==> src/rtl/nibble_serial_adder_if.sv <==
// Handshake bundle for the nibble-serial adder: operand side, result side and busy status.
// The master modport is the source/consumer; slave is the adder itself.
interface nibble_serial_adder_if #(
    parameter int unsigned WIDTH = 16
);
    logic             in_valid;
    logic             in_ready;
    logic [WIDTH-1:0] a;
    logic [WIDTH-1:0] b;
    logic             cin;
    logic             out_valid;
    logic             out_ready;
    logic [WIDTH-1:0] sum;
    logic             cout;
    logic             busy;

    modport master (
        output in_valid, a, b, cin, out_ready,
        input  in_ready, out_valid, sum, cout, busy
    );

    modport slave (
        input  in_valid, a, b, cin, out_ready,
        output in_ready, out_valid, sum, cout, busy
    );
endinterface

==> src/rtl/nibble_serial_adder.sv <==
// Serial adder: one shared 4-bit full adder processes one operand nibble per clock,
// carrying the ripple carry in a register between nibbles.
module nibble_serial_adder #(
    parameter int unsigned WIDTH = 16
) (
    input logic                  clk,
    input logic                  rst_n,
    nibble_serial_adder_if.slave bus_io
);
    localparam int unsigned NIBBLES = WIDTH / 4;
    localparam int unsigned CntW    = $clog2(NIBBLES) + 1;
    localparam logic [CntW-1:0] LastCnt = CntW'(NIBBLES - 1);

    if (WIDTH < 4 || (WIDTH % 4) != 0) begin : g_width_check
        $error("nibble_serial_adder: WIDTH must be a multiple of 4 and >= 4");
    end

    typedef enum logic [1:0] {StIdle, StRun, StDone} state_e;

    state_e           state_q;
    logic [WIDTH-1:0] a_sh_q, b_sh_q, sum_sh_q, sum_q;
    logic [WIDTH-1:0] a_sh_d, b_sh_d, sum_sh_d;
    logic [CntW-1:0]  cnt_q;
    logic             carry_q, cout_q, out_valid_q, busy_q;
    logic [4:0]       nib_sum;

    // The shared 4-bit full adder and the shift-register next values.
    always_comb begin
        nib_sum  = {1'b0, a_sh_q[3:0]} + {1'b0, b_sh_q[3:0]} + {4'b0, carry_q};
        a_sh_d   = a_sh_q >> 4;
        b_sh_d   = b_sh_q >> 4;
        // New sum nibble enters at the top; after NIBBLES shifts it lines up LSB-first.
        sum_sh_d = (sum_sh_q >> 4) | (WIDTH'(nib_sum[3:0]) << (WIDTH - 4));
    end

    always_ff @(posedge clk or negedge rst_n) begin
        if (!rst_n) begin
            state_q     <= StIdle;
            a_sh_q      <= '0;
            b_sh_q      <= '0;
            sum_sh_q    <= '0;
            sum_q       <= '0;
            cnt_q       <= '0;
            carry_q     <= 1'b0;
            cout_q      <= 1'b0;
            out_valid_q <= 1'b0;
            busy_q      <= 1'b0;
        end else begin
            unique case (state_q)
                StIdle: begin
                    if (bus_io.in_valid) begin
                        a_sh_q   <= bus_io.a;
                        b_sh_q   <= bus_io.b;
                        carry_q  <= bus_io.cin;
                        cnt_q    <= '0;
                        sum_sh_q <= '0;
                        busy_q   <= 1'b1;
                        state_q  <= StRun;
                    end
                end
                StRun: begin
                    a_sh_q   <= a_sh_d;
                    b_sh_q   <= b_sh_d;
                    sum_sh_q <= sum_sh_d;
                    carry_q  <= nib_sum[4];
                    cnt_q    <= cnt_q + CntW'(1);
                    if (cnt_q == LastCnt) begin
                        sum_q       <= sum_sh_d;
                        cout_q      <= nib_sum[4];
                        out_valid_q <= 1'b1;
                        state_q     <= StDone;
                    end
                end
                StDone: begin
                    if (bus_io.out_ready) begin
                        out_valid_q <= 1'b0;
                        busy_q      <= 1'b0;
                        state_q     <= StIdle;
                    end
                end
                default: state_q <= StIdle;
            endcase
        end
    end

    assign bus_io.in_ready  = (state_q == StIdle);
    assign bus_io.out_valid = out_valid_q;
    assign bus_io.sum       = sum_q;
    assign bus_io.cout      = cout_q;
    assign bus_io.busy      = busy_q;
endmodule

==> src/flat_wrapper.sv <==
// flat-port wrapper written by rule: the top's interface ports become plain ports
module nibble_serial_adder_flat 
#(
    parameter int unsigned WIDTH = 16
)
  (clk, rst_n, bus_io_in_valid, bus_io_a, bus_io_b, bus_io_cin, bus_io_out_ready, bus_io_in_ready, bus_io_out_valid, bus_io_sum, bus_io_cout, bus_io_busy);
  nibble_serial_adder_if #(.WIDTH(WIDTH)) bus_io_i ();
  input logic clk;
  input logic rst_n;
  input wire logic [$bits(bus_io_i.in_valid)-1:0] bus_io_in_valid;
  input wire logic [$bits(bus_io_i.a)-1:0] bus_io_a;
  input wire logic [$bits(bus_io_i.b)-1:0] bus_io_b;
  input wire logic [$bits(bus_io_i.cin)-1:0] bus_io_cin;
  input wire logic [$bits(bus_io_i.out_ready)-1:0] bus_io_out_ready;
  output wire logic [$bits(bus_io_i.in_ready)-1:0] bus_io_in_ready;
  output wire logic [$bits(bus_io_i.out_valid)-1:0] bus_io_out_valid;
  output wire logic [$bits(bus_io_i.sum)-1:0] bus_io_sum;
  output wire logic [$bits(bus_io_i.cout)-1:0] bus_io_cout;
  output wire logic [$bits(bus_io_i.busy)-1:0] bus_io_busy;
  assign bus_io_i.in_valid = bus_io_in_valid;
  assign bus_io_i.a = bus_io_a;
  assign bus_io_i.b = bus_io_b;
  assign bus_io_i.cin = bus_io_cin;
  assign bus_io_i.out_ready = bus_io_out_ready;
  assign bus_io_in_ready = bus_io_i.in_ready;
  assign bus_io_out_valid = bus_io_i.out_valid;
  assign bus_io_sum = bus_io_i.sum;
  assign bus_io_cout = bus_io_i.cout;
  assign bus_io_busy = bus_io_i.busy;
  nibble_serial_adder #(.WIDTH(WIDTH)) u_core (.clk(clk), .rst_n(rst_n), .bus_io(bus_io_i));
endmodule
==> config.mk <==
export PLATFORM = sky130hd
export DESIGN_NAME = nibble_serial_adder_flat
export DESIGN_NICKNAME = d
export VERILOG_FILES = /design/src/rtl/nibble_serial_adder_if.sv /design/src/rtl/nibble_serial_adder.sv /design/src/flat_wrapper.sv
export SDC_FILE = /design/constraint.sdc
export NUM_CORES = 1
export LEC_CHECK = 0
export CELL_PAD_IN_SITES_DETAIL_PLACEMENT = 0
export CELL_PAD_IN_SITES_GLOBAL_PLACEMENT = 1
export CORE_ASPECT_RATIO = 0.7
export CORE_MARGIN = 10
export CORE_UTILIZATION = 36
export CTS_CLUSTER_DIAMETER = 30
export DETAILED_ROUTE_END_ITERATION = 6
export GPL_ROUTABILITY_DRIVEN = 0
export PLACE_DENSITY = 0.74
export RECOVER_POWER = 25
export SETUP_SLACK_MARGIN = 0.4
export SYNTH_ARGS = -nofsm -noshare
export SYNTH_HDL_FRONTEND = slang
export SYNTH_SLANG_ARGS = --single-unit
==> constraint.sdc <==
create_clock -name clk -period 1.5 [get_ports clk]
set_input_delay 0.3 -clock clk [delete_from_list [all_inputs] [get_ports clk]]
set_output_delay 0.3 -clock clk [all_outputs]
set_load 0.03 [all_outputs]
==> results of run 1 <==
[metal layers]
metal / wire, um / GRT usage [%] / vias to the layer above
met2: 4780 / 22.3 / 57
met1: 4130 / 19.1 / 1345
met5: 0 / 0 / -
met3: 522 / 4.69 / 14
li1: - / - / 1259
met4: 137 / 3.50 / 0
[cell families (layout without fill, tap and decap cells)]
kind of cell,after synthesis,after routing
AOI/OAI and AO/OA,94,94
xor gates and xnor gates,2,2
adders and majority gates,7,7
buffers and inverters,28,144
DFF,69,69
muxes,13,13
and+or+nand+nor,84,85
[power by group through the flow]
stage          clock network [mW]  registers [mW]  logic [mW]
4_1_cts                      2.48            3.10        5.32
5_1_grt                      2.57            3.30        6.70
3_5_place_dp                    0            3.07        3.71
3_3_place_gp                    0            3.04        3.65
2_1_floorplan                   0            3.35        2.17
6_report                     2.48            3.22        6.25
[timing repair]
action,4_1_cts,5_1_grt
hold buffers,1,0
cloned,8,1
setup endpoints to repair,89,89
hold endpoints to repair,69,0
gates resized for setup,227,84
buffers inserted,28,10
pin swaps,35,10
[state kept, by name, indices dropped and copies added (netlist names)]
name / count
u_core.bus_io.sum: 16
u_core.a_sh_q: 16
u_core.sum_sh_q: 12
u_core.bus_io.cout: 1
u_core.b_sh_q: 16
u_core.cnt_q: 3
u_core.bus_io.out_valid: 1
u_core.state_q: 2
u_core.bus_io.busy: 1
u_core.carry_q: 1
[cells in the mapped netlist]
cell type  instances
a22oi_1            4
a21o_1             1
xor2_1             2
o21ai_0           35
a22o_1            10
mux2_2             1
nor2_1             3
inv_1              7
a21oi_1           33
nor3b_1            1
nand2b_1           2
o21ai_1           10
buf_2              9
and3b_1           20
nand2_1           46
fa_1               2
o21bai_2           1
buf_1              1
buf_6              1
clkbuf_1          10
ha_1               5
nor2b_1           10
dfrtp_1           69
mux2_1            12
and2b_1            1
nand2_2            1
[per-stage QoR]
stage	power [mW]	TNS, ps	hold slack, ps	instance area (um2)
global placement	6.69	-1910	324	3970
global route	12.6	-1180	511	5360
floorplan	5.52	-22.6	4.41	3260
finish	11.9	-480	479	5360
detailed placement	6.77	-2170	327	3970
CTS	10.9	-546	496	4940
[final cells by class]
class                   instances  area, um2  share of cell area [%]
clock inverters                 7        124                    2.31
flip-flops and latches         69       1730                    32.2
well taps                     105        131                    2.45
inverters                       7       26.3                   0.490
repair buffers                121       1390                    25.9
clock buffers                   9        225                    4.20
multi-input cells             201       1740                    32.4
[worst reg2reg max path, stage by stage (launching register included)]
cell     delay, ps
dfrtp_1        360
inv_2           50
fa_2           390
fa_2           360
inv_1           70
a21o_1         120
a21oi_2         70
o21ai_1        130
[worst max-delay path by stage]
stage | start | end | slack [ps] | depth (start not counted)
2_1_floorplan | u_core.carry_q | u_core.carry_q | -20 | 7
3_3_place_gp | bus_io_in_valid | u_core.a_sh_q[10] | -80 | 5
3_5_place_dp | u_core.carry_q | u_core.carry_q | -130 | 7
4_1_cts | u_core.carry_q | u_core.bus_io.cout | -130 | 7
5_1_grt | u_core.carry_q | u_core.sum_sh_q[14] | -210 | 5
6_report | u_core.carry_q | u_core.bus_io.cout | -120 | 7
==> qor.txt, run 1 <==
Post-Layout Cell Count: 519
Total GRT Usage: 14.5%
synthesis-to-layout area growth: 73.0%
Peak VDD IR: 0.835 mV
Least-Margin Pin Slew: 680 ps
Initial DRT Pass Iterations: 5
Vias: 2675
post-layout util: 63.7%
Post-Synth Adder-Cell Area: 3.31%
CORE AREA: 8410 um2
Nets: 453
Critical Path Most Common Cell: fa_2
post-synthesis simple-gate area fraction: 14.7%
first-pass GRT wire length: 14.7 mm
max-cap viol count: 0
final-report hold violation count: 0
clk slew on worst S/H paths: 60 ps
sequential area share after synthesis: 55.7%
Die H: 97.6 um
WL/cell: 18.4 um
row cnt: 28
Post-Syn Nets: 341
Critical Path AT: 1870 ps
fin. max-slew vios: 0
clock skew: 9.43 ps
clk root buf: clkbuf_16
port bufs: 56
Sw Share: 36.6%
Final Critical Period: 1620 ps
CTS tree: yes
Routed Antenna Nets: 0
pre-CTS WS: -130 ps
CP max stage delay: 390 ps
initial antenna violation count: 0
Final Worst Setup Slack: -118 ps
leak pwr: 2.69 nW
average cell area after synthesis: 10.4 um2
DP Cell Count: 455
share of the synthesized area in the top cell type: 55.7%
most frequent cells in the layout: dfrtp_1 (68), clkdlybuf4s50_1 (34), buf_6 (33)
RSZ-0062 raised after global routing: true
synthesized area: 3100 um2
vias per cell: 5.15
share of layout cells above drive strength 1: 48.3%
leading cell type in the layout, fill and taps excluded: dfrtp_1
share of power burned in registers: 26.9%
Req. time, crit path: 1760 ps
Startpoint Class: register
status: complete, but fails checks
post-synthesis mux area share: 4.72%
Relative slew margins: 54.6%
CTS Sinks: 69
GRT overflow: 0
Synth Area in Compound Gates: 17.0%
Seq cells post-synth: 69
Setup-failing EPs final: 7
CP bufs+invs: 2
switching pwr: 4.37 mW
YS warnings: 0
reg2reg setup slack: -120 ps
Logic pwr share: 52.3%
CP cell instances: inv_2 -> fa_2 -> fa_2 -> inv_1 -> a21o_1 -> a21oi_2 -> o21ai_1
Starting Density: 36.9%
clk_lat worst skew: 340 ps
DRC violations left: 0
xor/xnor cell area share of the yosys netlist: 0.565%
Final period util: 108%
number of global-route vias before repair: 2827
CP Capture Type: register
R2R cell count: 7
Starting DRT DRC Count: 226
DIE AREA: 12800 um2
Critical Path Fanout Max: 2
Synth area leader: dfrtp_1
CTS Buffer Depth: 2
synth top area cells: dfrtp_1 (56%), and3b_1 (5.7%), o21ai_0 (5.7%)
total detailed-routing wirelength: 9.57 mm
largest family of logic cells by synthesized area: compound AO/OA/AOI/OAI gates
Die Wd: 131 um
dpl hpwl: 5.38 mm
Int Pwr: 7.58 mW
clock power share: 20.8%
fmax: 0.618 GHz
kind of critical path: register to register
worst min-delay path category: input port to asynchronous set/reset pin
failing checks: negative setup slack
slowest stage cell, crit path: fa_2
reg2reg end: u_core.bus_io.cout
Synth cell types: 26
fillcell total: 631
pin count of the biggest net entering global routing: 50
Critical R2R Launch: u_core.carry_q
TritonCTS Buffers: 9
Cell Pwr Density: 2230 nW/um2
I/O Pins: 57
Cells after Synth: 297
CP top delay family: adder cells
H-tree depth: 3
antenna diode count: 0
No activity file was read; power rests on OpenSTA's default activity.
==> run 2: changes to the inputs <==
--- a/config.mk
+++ b/config.mk
@@ -9,11 +9,11 @@
 export CELL_PAD_IN_SITES_GLOBAL_PLACEMENT = 1
 export CORE_ASPECT_RATIO = 0.7
 export CORE_MARGIN = 10
-export CORE_UTILIZATION = 36
+export CORE_UTILIZATION = 40
 export CTS_CLUSTER_DIAMETER = 30
 export DETAILED_ROUTE_END_ITERATION = 6
 export GPL_ROUTABILITY_DRIVEN = 0
-export PLACE_DENSITY = 0.74
+export PLACE_DENSITY = 0.78
 export RECOVER_POWER = 25
 export SETUP_SLACK_MARGIN = 0.4
 export SYNTH_ARGS = -nofsm -noshare
==> constraint.sdc (replaced) <==
create_clock -name clk -period 1.8 [get_ports clk]
set_input_delay 0.36 -clock clk [delete_from_list [all_inputs] [get_ports clk]]
set_output_delay 0.36 -clock clk [all_outputs]
set_load 0.03 [all_outputs]
==> run 2 against run 1 <==
Effect of this change: largest power group unchanged; clock skew shrank 5.2 ps; the flow now finishes without violations; non-clock buffer count shrank 47; first-iteration DRC count decreased by 33%; critical endpoint unchanged; critical path type unchanged; combinational power fell by 47%; global-route usage is 1.9 points lower; sequential share of layout area is 8.2 points higher.
==> qor.txt, run 2 (synthesis gave the netlist of run 1 again) <==
status: finished clean
Die H: 93.6 um
first-pass GRT wire length: 12.1 mm
clk slew on worst S/H paths: 80 ps
Die Wd: 125 um
dpl hpwl: 4.80 mm
Starting DRT DRC Count: 151
Routed Antenna Nets: 0
Setup-failing EPs final: 0
Sw Share: 37.7%
WL/cell: 16.8 um
CP Capture Type: register
area of the multi-input gates: 1430 um2
GRT overflow: 0
kind of critical path: register to register
leading cell type in the layout, fill and taps excluded: dfrtp_1
row cnt: 26
pin count of the biggest net entering global routing: 70
fin. max-slew vios: 0
final-report hold violation count: 0
CORE AREA: 7420 um2
Final Critical Period: 1660 ps
Critical Path Fanout Max: 2
H-tree depth: 3
Peak VDD IR: 0.584 mV
CP top delay family: adder cells
leak pwr: 2.02 nW
Critical Path AT: 1920 ps
Final period util: 92.0%
max-cap viol count: 0
share of layout cells above drive strength 1: 23.6%
DP Cell Count: 439
share of power burned in registers: 34.2%
Req. time, crit path: 2060 ps
clk_lat worst skew: 340 ps
CTS Buffer Depth: 2
CTS Sinks: 69
switching pwr: 2.78 mW
Initial DRT Pass Iterations: 6
vias per cell: 5.05
DIE AREA: 11700 um2
TritonCTS Buffers: 9
worst min-delay path category: input port to asynchronous set/reset pin
clock skew: 4.20 ps
Vias: 2355
RSZ-0062 raised after global routing: true
CP cell instances: inv_2 -> fa_2 -> fa_2 -> inv_2 -> a21o_1 -> a21oi_2 -> o21ai_1
I/O Pins: 57
Startpoint Class: register
Starting Density: 41.8%
number of global-route vias before repair: 2360
Logic pwr share: 45.1%
Sequential Area: 1730 um2
Total GRT Usage: 12.6%
port bufs: 56
Nets: 407
most frequent cells in the layout: dfrtp_1 (67), nand2_1 (46), clkdlybuf4s50_1 (34)
Setup TNS: 0 ps
Post-Layout Cell Count: 466
post-cts hold buffer count: 0
fillcell total: 647
DRC violations left: 0
synthesis-to-layout area growth: 38.0%
fmax: 0.604 GHz
CP bufs+invs: 2
clk root buf: clkbuf_8
slowest stage cell, crit path: fa_2
Int Pwr: 4.60 mW
Relative slew margins: 75.6%
total detailed-routing wirelength: 7.81 mm
Cell Pwr Density: 1730 nW/um2
CP max stage delay: 400 ps
initial antenna violation count: 0
antenna diode count: 0
Least-Margin Pin Slew: 366 ps
CTS tree: yes
clock power share: 20.7%
[run 2: stage by stage]
stage	hold slack (ps)	worst slack [ps]	instance area, um2	power, mW	util (%)
floorplan	64.4	282	3150	4.31	-
global placement	412	13.6	3820	5.23	51.5
detailed placement	411	-73.1	3820	5.29	51.5
CTS	28.3	180	4130	6.95	55.7
global route	84.8	77.0	4280	7.89	57.7
finish	66.9	144	4280	7.38	57.7
[run 2: layout make-up]
type / count / area share (%)
multi-input cells: 202 / 33.4
clock buffers: 9 / 2.90
clock inverters: 7 / 2.90
repair buffers: 74 / 16.9
inverters: 7 / 0.614
flip-flops and latches: 69 / 40.4
well taps: 98 / 2.87
[run 2: per-layer routing]
| layer | wire length [um] | vias to the layer above | track usage, % |
|---|---|---|---|
| li1 | - | 1160 | - |
| met4 | 56 | 0 | 4.30 |
| met1 | 3930 | 1138 | 17.2 |
| met2 | 3450 | 53 | 17.6 |
| met3 | 373 | 4 | 4.91 |
| met5 | 0 | - | 0 |
[run 2: final timing paths]
path                       slack [ps]  cells past startpoint        startpoint                 end
min reg2reg                       480                      2  u_core.b_sh_q[9]    u_core.b_sh_q[9]
max reg2reg                       140                      7    u_core.carry_q  u_core.bus_io.cout
max in group asynchronous        1430                      2             rst_n   u_core.state_q[0]
max                               140                      7    u_core.carry_q  u_core.bus_io.cout
min in group clk                  480                      2  u_core.b_sh_q[9]    u_core.b_sh_q[9]
min                                70                      2             rst_n   u_core.a_sh_q[13]
[run 2: power groups by stage]
stage | clock, mW | combinational [mW] | sequential (mW)
after global placement | 0 | 2.72 | 2.52
after global routing | 1.64 | 3.65 | 2.60
final | 1.53 | 3.33 | 2.53
after CTS | 1.58 | 2.87 | 2.50
after detailed placement | 0 | 2.76 | 2.53
after floorplan | 0 | 1.53 | 2.77
[run 2: repair_timing]
action,4_1_cts,5_1_grt
setup buffers,1,5
setup endpoints to repair,86,72
hold endpoints to repair,0,0
resized for setup,85,55
gates cloned,1,4
pin swaps,5,4
==> run 3: changes to the inputs <==
--- a/config.mk
+++ b/config.mk
@@ -15,6 +15,7 @@
 export GPL_ROUTABILITY_DRIVEN = 0
 export PLACE_DENSITY = 0.78
 export RECOVER_POWER = 25
+export REMOVE_ABC_BUFFERS = 1
 export SETUP_SLACK_MARGIN = 0.4
 export SYNTH_ARGS = -nofsm -noshare
 export SYNTH_HDL_FRONTEND = slang
==> run 3 against run 2 <==
Effect of this change: sequential share of layout area fell by 1.5 points; largest power group unchanged; total power grew 3.4%; setup slack better by 27 ps; highest routed layer unchanged; via count rose by 2.5%; worst hold slack gained 420 ps; critical endpoint is now u_core.carry_q.
==> qor.txt, run 3 (synthesis gave the netlist of run 1 again) <==
Sw Share: 36.7%
kind of critical path: register to register
row cnt: 26
number of global-route vias before repair: 2426
Die Wd: 125 um
Critical Path AT: 1900 ps
CP Capture Type: register
Die H: 93.6 um
I/O Pins: 57
Logic pwr share: 48.1%
status: finished clean
Starting DRT DRC Count: 176
CP cell instances: inv_2 -> fa_2 -> fa_2 -> inv_2 -> a21o_1 -> a21oi_2 -> o21ai_1
GRT overflow: 0
Peak VDD IR: 0.838 mV
Final period util: 90.5%
RSZ-0062 raised after global routing: true
Final Critical Period: 1630 ps
fmax: 0.614 GHz
H-tree depth: 3
most frequent cells in the layout: dfrtp_1 (68), nand2_1 (41), clkdlybuf4s50_1 (35)
CORE AREA: 7420 um2
CTS Sinks: 69
synthesis-to-layout area growth: 43.2%
Req. time, crit path: 2070 ps
DIE AREA: 11700 um2
final-report hold violation count: 0
TritonCTS Buffers: 9
port bufs: 56
clock power share: 19.1%
leak pwr: 2.11 nW
vias per cell: 5.00
share of layout cells above drive strength 1: 27.3%
Least-Margin Pin Slew: 574 ps
share of power burned in registers: 32.9%
Critical Path Fanout Max: 2
total detailed-routing wirelength: 7.74 mm
DRC violations left: 0
Int Pwr: 4.83 mW
Post-Layout Cell Count: 483
worst min-delay path category: register to register
initial antenna violation count: 0
clock skew: 8.39 ps
Vias: 2415
Routed Antenna Nets: 0
clk root buf: clkbuf_8
Nets: 424
pin count of the biggest net entering global routing: 60
Cell Pwr Density: 1720 nW/um2
antenna diode count: 0
Setup-failing EPs final: 0
max-cap viol count: 0
clk slew on worst S/H paths: 70 ps
switching pwr: 2.80 mW
Relative slew margins: 61.7%
leading cell type in the layout, fill and taps excluded: dfrtp_1
Starting Density: 41.8%
DP Cell Count: 442
Initial DRT Pass Iterations: 4
Total GRT Usage: 12.5%
fin. max-slew vios: 0
CTS tree: yes
WL/cell: 16.0 um
dpl hpwl: 4.73 mm
Startpoint Class: register
post-layout util: 59.8%
CTS Buffer Depth: 2
first-pass GRT wire length: 12.1 mm
CP max stage delay: 400 ps
clk_lat worst skew: 350 ps
slowest stage cell, crit path: fa_2
## run 3: cell count changes in the layout (fill, tap and decap cells not counted), sizes merged
cell           delta
buf              +15
bufinv            -1
clkbuf            +6
clkdlybuf4s15     -2
clkdlybuf4s50     +1
clkinv            -2
dlygate4sd3       +1
dlymetal6s2s      -1
inv               +1
nand2             -1
## run 3: final cells by class
cell class	count	area (um2)
fill	647	2980
clock buffer	11	151
clock inverter	5	81.3
timing repair buffer	92	936
inverter	7	26.3
tap	98	123
sequential	69	1730
multi-input combinational	201	1390
## run 3: worst paths after layout
path / start / cells past startpoint / to / slack, ps
min in group asynchronous: rst_n / 2 / u_core.cnt_q[1] / 510
worst max register to register: u_core.a_sh_q[0] / 7 / u_core.carry_q / 170
worst min register to register: u_core.b_sh_q[0] / 2 / u_core.b_sh_q[0] / 480
max in group asynchronous: rst_n / 3 / u_core.bus_io.sum[12] / 360
worst min-delay path: u_core.b_sh_q[0] / 2 / u_core.b_sh_q[0] / 480
worst max-delay path: u_core.a_sh_q[0] / 7 / u_core.carry_q / 170
## run 3: power by group through the flow
| stage | clock network, mW | logic [mW] | registers (mW) |
|---|---|---|---|
| 6_report | 1.45 | 3.67 | 2.51 |
| 5_1_grt | 1.55 | 4.02 | 2.58 |
| 4_1_cts | 1.48 | 2.89 | 2.49 |
| 3_5_place_dp | 0 | 2.72 | 2.51 |
| 3_3_place_gp | 0 | 2.65 | 2.49 |
| 2_1_floorplan | 0 | 1.20 | 2.89 |
## run 3: metrics by stage
| stage | power [mW] | hold slack [ps] | cell area (um2) | TNS [ps] | setup slack, ps |
|---|---|---|---|---|---|
| finish | 7.63 | 483 | 4440 | 0 | 171 |
| global route | 8.16 | 511 | 4440 | 0 | 86.0 |
| CTS | 6.86 | 487 | 4180 | 0 | 141 |
| detailed placement | 5.23 | 363 | 3830 | -20.1 | -20.1 |
| global placement | 5.14 | 356 | 3830 | 0 | 58.1 |
| floorplan | 4.09 | 64.4 | 3000 | -20800 | -483 |
## run 3: routing by layer
layer	GRT usage, %	vias to the layer above	part of all wire, %
met2	17.2	58	43
met4	4.30	0	1.2
met3	5.64	10	5.4
li1	-	1202	-
met5	0	-	0
met1	16.9	1145	51
## run 3: critical path, delay by kind of cell, from the launching register on
family / cells / cell delay (ps)
AO/OA/AOI/OAI: 3 / 320
adder cells (fa/ha/maj): 2 / 770
buffers and inverters: 2 / 100
flip-flops: 1 / 370
## run 3: timing repair
action                                  4_1_cts  5_1_grt
endpoints found under the hold margin        17        0
cloned                                        1        5
resized for setup                            87       82
endpoints found under the setup margin       78       80
pin swaps                                     4        5
hold buffers                                  1        0
setup buffers                                 5       13
